==> src/rtl/param_ram_ctrl.sv <==
// Single-port synchronous RAM with a hardware clear engine and a registered,
// optionally double-registered, read path.
module param_ram_ctrl #(
  parameter int                DATA_W   = 8,
  parameter int                ADDR_W   = 3,
  parameter logic [DATA_W-1:0] INIT_VAL = '0,
  parameter int                OUT_REG  = 0
) (
  input  logic              clk,
  input  logic              rst,
  input  logic              req,
  input  logic              wr_rd_en,
  input  logic [ADDR_W-1:0] addr,
  input  logic [DATA_W-1:0] data_in,
  input  logic              clr,
  output logic              ready,
  output logic [DATA_W-1:0] data_out,
  output logic              rd_valid
);

  localparam int DEPTH = 2 ** ADDR_W;

  // Handshake: a request is taken on a rising edge only while ready=1;
  // clr on the same edge wins and the request is dropped. While ready=0
  // (clearing) req and clr are ignored, never queued. rd_valid is a single
  // cycle pulse marking the cycle in which data_out carries a completed read.
  typedef enum logic {
    S_CLEAR = 1'b0,
    S_IDLE  = 1'b1
  } state_t;

  state_t            state;
  logic [ADDR_W-1:0] clr_ptr;
  logic              rd_v1;
  logic [DATA_W-1:0] rd_d1;

  logic [DATA_W-1:0] mem [DEPTH];
  logic              mem_we;
  logic [ADDR_W-1:0] mem_wa;
  logic [DATA_W-1:0] mem_wd;

  // The clear engine and user writes share the one write port.
  always_comb begin
    mem_we = 1'b0;
    mem_wa = clr_ptr;
    mem_wd = INIT_VAL;
    if (!rst) begin
      if (state == S_CLEAR) begin
        mem_we = 1'b1;
      end else if (req && wr_rd_en && !clr) begin
        mem_we = 1'b1;
        mem_wa = addr;
        mem_wd = data_in;
      end
    end
  end

  always_ff @(posedge clk) begin
    if (mem_we) mem[mem_wa] <= mem_wd;
  end

  always_ff @(posedge clk or posedge rst) begin
    if (rst) begin
      state   <= S_CLEAR;
      clr_ptr <= '0;
      ready   <= 1'b0;
      rd_v1   <= 1'b0;
      rd_d1   <= '0;
    end else begin
      rd_v1 <= 1'b0;
      case (state)
        S_CLEAR: begin
          // Pointer wraps to zero naturally after the last word.
          clr_ptr <= clr_ptr + 1'b1;
          if (clr_ptr == '1) begin
            state <= S_IDLE;
            ready <= 1'b1;
          end
        end
        S_IDLE: begin
          if (clr) begin
            state <= S_CLEAR;
            ready <= 1'b0;
          end else if (req && !wr_rd_en) begin
            rd_v1 <= 1'b1;
            rd_d1 <= mem[addr];
          end
        end
        default: begin
          state <= S_CLEAR;
          ready <= 1'b0;
        end
      endcase
    end
  end

  generate
    if (OUT_REG == 0) begin : g_lat1
      assign data_out = rd_d1;
      assign rd_valid = rd_v1;
    end else begin : g_lat2
      logic              rd_v2;
      logic [DATA_W-1:0] rd_d2;
      // Second stage keeps flowing during a clear so in-flight reads finish.
      always_ff @(posedge clk or posedge rst) begin
        if (rst) begin
          rd_v2 <= 1'b0;
          rd_d2 <= '0;
        end else begin
          rd_v2 <= rd_v1;
          if (rd_v1) rd_d2 <= rd_d1;
        end
      end
      assign data_out = rd_d2;
      assign rd_valid = rd_v2;
    end
  endgenerate

endmodule

==> config.mk <==
export PLATFORM = sky130hd
export DESIGN_NAME = param_ram_ctrl
export DESIGN_NICKNAME = d
export VERILOG_FILES = /design/src/rtl/param_ram_ctrl.sv
export SDC_FILE = /design/constraint.sdc
export NUM_CORES = 1
export LEC_CHECK = 0
export ABC_AREA = 1
export BUFFER_PORTS_ARGS = -buffer_cell sky130_fd_sc_hd__buf_2
export CAP_MARGIN = 20
export CELL_PAD_IN_SITES_DETAIL_PLACEMENT = 1
export CELL_PAD_IN_SITES_GLOBAL_PLACEMENT = 2
export CORE_ASPECT_RATIO = 0.9
export CORE_MARGIN = 5
export CORE_UTILIZATION = 41
export DETAILED_ROUTE_END_ITERATION = 6
export GPL_TIMING_DRIVEN = 0
export PLACE_DENSITY = 0.94
export SETUP_SLACK_MARGIN = 0.5
export SLEW_MARGIN = 10
export SYNTH_ARGS = -nofsm -noshare
export SYNTH_HDL_FRONTEND = slang
export SYNTH_SLANG_ARGS = --single-unit
==> constraint.sdc <==
create_clock -name clk -period 3 [get_ports clk]
set_input_delay 0.6 -clock clk [delete_from_list [all_inputs] [get_ports clk]]
set_output_delay 0.6 -clock clk [all_outputs]
set_load 0.01 [all_outputs]
==> results.yml, run 1 <==
global_routing:
  antenna_found_initial: 0
  met1_usage_pct: 21.76
  grt.total_usage_pct: 17.92
  grt_util_met3_pct: 3.256
  top_usage_layer: "met2"
  grt_pass1_vias: 2665
  met2_usage_pct: 31.41
  gr-total-overflow: 0
  grt_pass1_wl_um: 13830
  grt_max_degree: 22
sta:
  post-route-min-period_ns: 2.375
  tightestPinTransition_ns: 0.9724
  fin_crit_sh_pct: 79.15
  slew_violations: 0
  finalSetupViolCount: 0
  timing.slew.headroom_pct: 34.93
  rsz0062_at_grt: "true"
  fmax_mhz: 421.1
  hold_violations: 0
  fin_skew_ns: 0.009279
  setup_ws_ns: 0.6255
setup_path:
  cp_top_family: "simple AND/OR/NAND/NOR gates"
  r2r-end: "mem[7][6]"
  worst-path-buf-inv: 3
  critPathLaunchType: "primary input"
  rrSetupSlack_ns: 0.74
  max_stage_delay_ns: 0.74
  endpoint_kind: "register"
  critPathSlowestCell: "nor2_1"
  required_ns: 2.97
  cpMostUsedCell: "nand2_2"
  path_cells: "buf_2 -> clkinv_2 -> nand2_4 -> buf_6 -> nand2_2 -> nand2_2 -> nand2_1 -> nor2_1"
  reg2regPathDepth: 6
  worstSetupPathType: "in2reg"
  crit_path_max_fanout: 21
  cp.arrival_ns: 2.34
  r2r-start: "state"
final_layout:
  drive_above_1_share_pct: 13.96
  fin_nets: 407
  antenna_cells: 0
  area_growth_pct: 12.30
  n_fill_cell: 975
synthesis:
  post-synth-top-area-cell: "edfxtp_1"
  synth.distinct_cells: 20
  synth_cells: 356
  syn_area_sq_um: 3490
  synth_seq_cells: 78
  synthDominantCellAreaShare_pct: 55.07
  yosysWarningCount: 0
  synth_nets: 374
  avgSynthCellArea_sq_um: 9.802
  netlist_top_cells_area: "edfxtp_1 (55%), nand2_1 (12%), dfrtp_1 (10%)"
  ys_seq_area_share_pct: 65.11
drt:
  drc: 0
  initialDrtViolationCount: 173
  viasPerCell: 4.762
  wire_per_inst_um: 17.27
  wl_um: 8858
  postRouteAntennaNets: 0
  vias: 2443
  dr.pass1.iters: 4
pwr:
  p_seq_share_pct: 53.9
  switching_share_pct: 30.29
  peakVddDrop_v: 0.0002389
  p_leak_nw: 1.839
  internal_power_mw: 1.876
  p_per_area_nw_per_um2: 686.9
  post-layout-total-power_mw: 2.692
  comb_power_share_pct: 20.8
  clkPwrFrac_pct: 25.3
  p_switching_uw: 815.3
place:
  pre_cts_ws_ns: -0.2764
  io_buffer_count: 22
  place.gp.congestion: 0.7477
  dpl.hpwl_um: 5899
clock_tree:
  cts_tree: "done"
  numCtsBuffers: 9
  htreeDepth: 3
  clkLatencyLatePin_ns: 0.35
  root_buffer: "clkbuf_8"
  clk_path_buf_depth: 2
  cts_sinks: 78
  clkTransAtPathRegs_ns: 0.08
  hold_buffers: 0
floorplanning:
  start_util_pct: 41.31
  row_count: 32
  die_h_um: 97.52
  die-area_sq_um: 10460
  ios: 26
  die_w_um: 107.2
  coreArea_sq_um: 8448
min_path:
  hp-class: "in2async"
outcome:
  status: "finished, final reports clean"
job:
  max-cap-violations: 0
[layer usage]
| layer | share of wire [%] | up-vias | wire length (um) |
|---|---|---|---|
| li1 | - | 1194 | - |
| met1 | 42 | 1188 | 3727 |
| met2 | 51 | 51 | 4557 |
| met3 | 5.0 | 10 | 441 |
| met4 | 1.5 | 0 | 131 |
| met5 | 0 | - | 0 |
[power by group through the flow]
stage          combinational, mW  clock [mW]  sequential [mW]
2_1_floorplan              0.341           0             1.49
3_3_place_gp               0.532           0             1.46
5_1_grt                    0.635       0.749             1.47
6_report                   0.560       0.681             1.45
3_5_place_dp               0.561           0             1.48
4_1_cts                    0.565       0.690             1.45
[cells in the final DEF, fill, tap and decap left out]
| master | instances |
|---|---|
| nor2_1 | 13 |
| nand3_1 | 55 |
| clkbuf_8 | 10 |
| buf_4 | 2 |
| clkinv_1 | 3 |
| buf_2 | 28 |
| dfrtp_1 | 14 |
| nand2_4 | 2 |
| nor2_2 | 3 |
| xnor2_1 | 1 |
| o21ai_0 | 2 |
| inv_4 | 1 |
| clkinv_2 | 2 |
| nand2_2 | 4 |
| clkbuf_1 | 7 |
| inv_1 | 62 |
| nor3_4 | 1 |
| edfxtp_1 | 64 |
| ha_1 | 2 |
| a21oi_1 | 1 |
| nor2_8 | 1 |
| buf_6 | 1 |
| nand2_1 | 115 |
[worst register-to-register path: stages (launching register included)]
cell	delay, ns
dfrtp_1	0.48
nand2_4	0.12
nor2_8	0.15
nand3_1	0.12
nand2_1	0.09
nand2_1	0.13
nor2_1	0.78
[sequential cells by signal, indices dropped and copies added, names as in the netlist]
register / flops
data_out: 8
state: 1
mem: 64
clr_ptr: 3
rd_valid: 1
ready: 1
[layout make-up]
| cell class | instances | area [sq um] | area share [%] |
|---|---|---|---|
| clock buffer | 14 | 152.6 | 3.895 |
| tap | 119 | 148.9 | 3.799 |
| clock inverter | 2 | 8.758 | 0.2235 |
| multi-input combinational | 200 | 907.1 | 23.15 |
| sequential | 78 | 2272 | 57.98 |
| timing repair buffer | 22 | 110.1 | 2.810 |
| buffer | 12 | 67.56 | 1.724 |
| inverter | 66 | 251.5 | 6.418 |
[timing repair]
item / CTS / global route
setup buffers: 0 / 0
resized for setup: 1 / 3
endpoints found under the setup margin: 64 / 23
endpoints found under the hold margin: 0 / 0
[per-stage QoR]
| stage | TNS, ns | instances | util [%] | cell area, sq um | hold slack [ns] |
|---|---|---|---|---|---|
| 2_1_floorplan | 0 | 356 | - | 3490 | 0.4736 |
| 3_3_place_gp | -7.028 | 497 | 44.37 | 3749 | 0.4572 |
| 3_5_place_dp | -14.64 | 497 | 44.37 | 3749 | 0.4642 |
| 4_1_cts | 0 | 513 | 46.30 | 3911 | 0.2388 |
| 5_1_grt | 0 | 513 | 46.39 | 3919 | 0.2365 |
| 6_report | 0 | 513 | 46.39 | 3919 | 0.2269 |
[cells by family after synthesis]
| kind of cell | Yosys count | synth area share (%) |
|---|---|---|
| AO/OA/AOI/OAI | 3 | 0.4301 |
| XOR/XNOR | 1 | 0.2510 |
| adder cells (fa/ha/maj) | 2 | 0.7170 |
| buffers and inverters | 78 | 9.107 |
| flip-flops | 78 | 65.11 |
| AND/OR/NAND/NOR | 194 | 24.38 |
[cell usage after synthesis, drive strengths merged]
master / n
clkinv: 3
buf: 9
edfxtp: 64
a21oi: 1
o21ai: 2
xnor2: 1
nand2: 121
clkbuf: 3
nand3: 55
inv: 63
dfrtp: 14
nor2: 17
nor3: 1
ha: 2
[how the worst max path moves through the flow]
stage                     slack, ns         to  from  depth (start not counted)
final                          0.63  mem[7][6]   rst                          8
after global routing           0.49  mem[0][1]   rst                          8
after CTS                      0.55  mem[5][6]   rst                          8
after detailed placement      -0.28  mem[5][4]   rst                          8
after global placement        -0.15  mem[6][4]   rst                          8
after floorplan                0.67  mem[3][0]   rst                          7
Note: power is estimated with default switching activity, not from simulation.
==> inputs of run 2 (changes only) <==
CORE_UTILIZATION = 34   (was 41)
PLACE_DENSITY = 0.85   (was 0.94)
clock period = 1.95 ns   (was 3 ns; I/O delays follow)
==> results.yml, run 2 (synthesized netlist as in run 1, its figures left out) <==
outcome:
  status: "finished, final reports clean"
final_layout:
  final_common_cell: "nand2_1"
  antenna_cells: 0
  finalNonFillerCells: 548
  multiInputGateArea_sq_um: 1124
  area_growth_pct: 32.48
  largest_reg_flops: 64
  drive_above_1_share_pct: 26.25
  fin_nets: 432
  final_core_util_pct: 45.50
  final_cell_mix: "nand2_1 (105), edfxtp_1 (64), inv_1 (62)"
  final_cell_area_sq_um: 4623
  top_register: "mem"
  seq_area_sq_um: 2273
  n_fill_cell: 1146
pwr:
  peakVddDrop_v: 0.0005473
  clkPwrFrac_pct: 31.0
  p_per_area_nw_per_um2: 1130
  internal_power_mw: 3.621
  p_leak_nw: 2.122
  p_seq_share_pct: 43.1
  comb_power_share_pct: 25.9
  switching_share_pct: 30.66
  p_switching_mw: 1.601
floorplanning:
  die_w_um: 116.8
  start_util_pct: 34.35
  die-area_sq_um: 12390
  coreArea_sq_um: 10160
  ios: 26
  row_count: 35
  die_h_um: 106.1
place:
  dpl.hpwl_um: 6013
  pre_cts_ws_ns: -0.006314
  dpl_cell_area_sq_um: 3909
  io_buffer_count: 22
  place.gp.congestion: 0.7851
  placed_cells: 507
sta:
  hold_violations: 0
  rsz0062_at_grt: "true"
  fmax_mhz: 609.4
  slew_violations: 0
  fin_crit_sh_pct: 84.16
  tightestPinTransition_ns: 0.8205
  post-route-min-period_ns: 1.641
  fin_skew_ns: 0.008073
  fin_setup_tns_ns: 0
  setup_ws_ns: 0.3090
  finalSetupViolCount: 0
  timing.slew.headroom_pct: 45.30
min_path:
  min_from: "clr"
  hp-class: "in2reg"
drt:
  dr.pass1.iters: 4
  viasPerCell: 4.808
  postRouteAntennaNets: 0
  wl_um: 10160
  wire_per_inst_um: 18.54
  initialDrtViolationCount: 168
  drc: 0
  vias: 2635
global_routing:
  grt_max_degree: 15
  grt_pass1_vias: 2938
  gr-total-overflow: 0
  grt.total_usage_pct: 17.51
  antenna_found_initial: 0
  grt_pass1_wl_um: 15820
clock_tree:
  numCtsBuffers: 9
  root_buffer: "clkbuf_16"
  clkTransAtPathRegs_ns: 0.06
  clkLatencyLatePin_ns: 0.34
  htreeDepth: 3
  cts_sinks: 78
  clk_path_buf_depth: 2
  cts_tree: "done"
setup_path:
  required_ns: 2.00
  worstSetupPathType: "reg2reg"
  cpMostUsedCell: "nand2_4"
  worst-path-buf-inv: 2
  critPathSlowestCell: "dfrtp_2"
  crit_path_max_fanout: 8
  crit_start: "state"
  endpoint_kind: "register"
  r2r-start: "state"
  cp_top_family: "simple AND/OR/NAND/NOR gates"
  path_cells: "nand2_4 -> nor2_8 -> nand2_4 -> buf_12 -> nand2_4 -> nand2_4 -> nand2_4 -> nor2_4 -> buf_12"
  max_stage_delay_ns: 0.44
  rrSetupSlack_ns: 0.31
  cp.arrival_ns: 1.69
  critPathLaunchType: "register"
job:
  max-cap-violations: 0
[run 2: cell count changes in the layout (fill, tap and decap cells not counted), sizes merged]
cell / change
buf: +23
bufbuf: +1
bufinv: +1
clkbuf: -3
clkinv: +1
clkinvlp: +1
dlymetal6s4s: +1
[run 2: metal layers]
metal	track usage (%)	up-vias	part of all wire, %
met5	0	-	0
met2	31.03	53	52
met1	20.70	1314	42
met4	6.798	0	2.6
met3	3.244	22	3.4
li1	-	1246	-
[run 2: worst reg2reg max path: cells and delay by family (launching register included)]
family | cells | cell delay, ns
buffers and inverters | 2 | 0.28
DFF | 1 | 0.44
and+or+nand+nor | 7 | 0.64
[run 2: repair_timing]
| action | in CTS | in global routing |
|---|---|---|
| endpoints found under the setup margin | 136 | 111 |
| cloned | 1 | 0 |
| hold buffers | 1 | 0 |
| pin swaps | 11 | 14 |
| buffers inserted | 18 | 5 |
| gates resized for setup | 21 | 15 |
| hold endpoints to repair | 14 | 0 |
[run 2: power by group through the flow]
stage | combinational, mW | clock, mW | sequential, mW
6_report | 1.35 | 1.62 | 2.25
2_1_floorplan | 0.737 | 0 | 2.29
3_3_place_gp | 1.04 | 0 | 2.26
3_5_place_dp | 1.09 | 0 | 2.28
4_1_cts | 1.30 | 1.63 | 2.24
5_1_grt | 1.48 | 1.70 | 2.28
[run 2: metrics by stage]
| step | hold WS, ns | total power [mW] |
|---|---|---|
| floorplan | 0.1671 | 3.025 |
| global placement | 0.3311 | 3.302 |
| detailed placement | 0.3353 | 3.370 |
| CTS | 0.3746 | 5.177 |
| global route | 0.4154 | 5.468 |
| finish | 0.4010 | 5.223 |
[run 2: path summary, 6_finish.rpt]
path	endpoint	cells after the start
setup reg to reg	mem[4][1]	9
min in group asynchronous	data_out[5]	3
hold reg to reg	data_out[5]	2
max in group asynchronous	state	3
setup / recovery	mem[4][1]	9
hold / removal	ready	4
[run 2: area by class of cell]
cell class | count | share of cell area, %
Sequential cell | 78 | 49.17
Multi-Input combinational cell | 200 | 24.30
Timing Repair Buffer | 47 | 9.608
Clock inverter | 5 | 1.083
Clock buffer | 11 | 5.034
Buffer | 12 | 1.705
Inverter | 66 | 5.602
Tap cell | 129 | 3.491
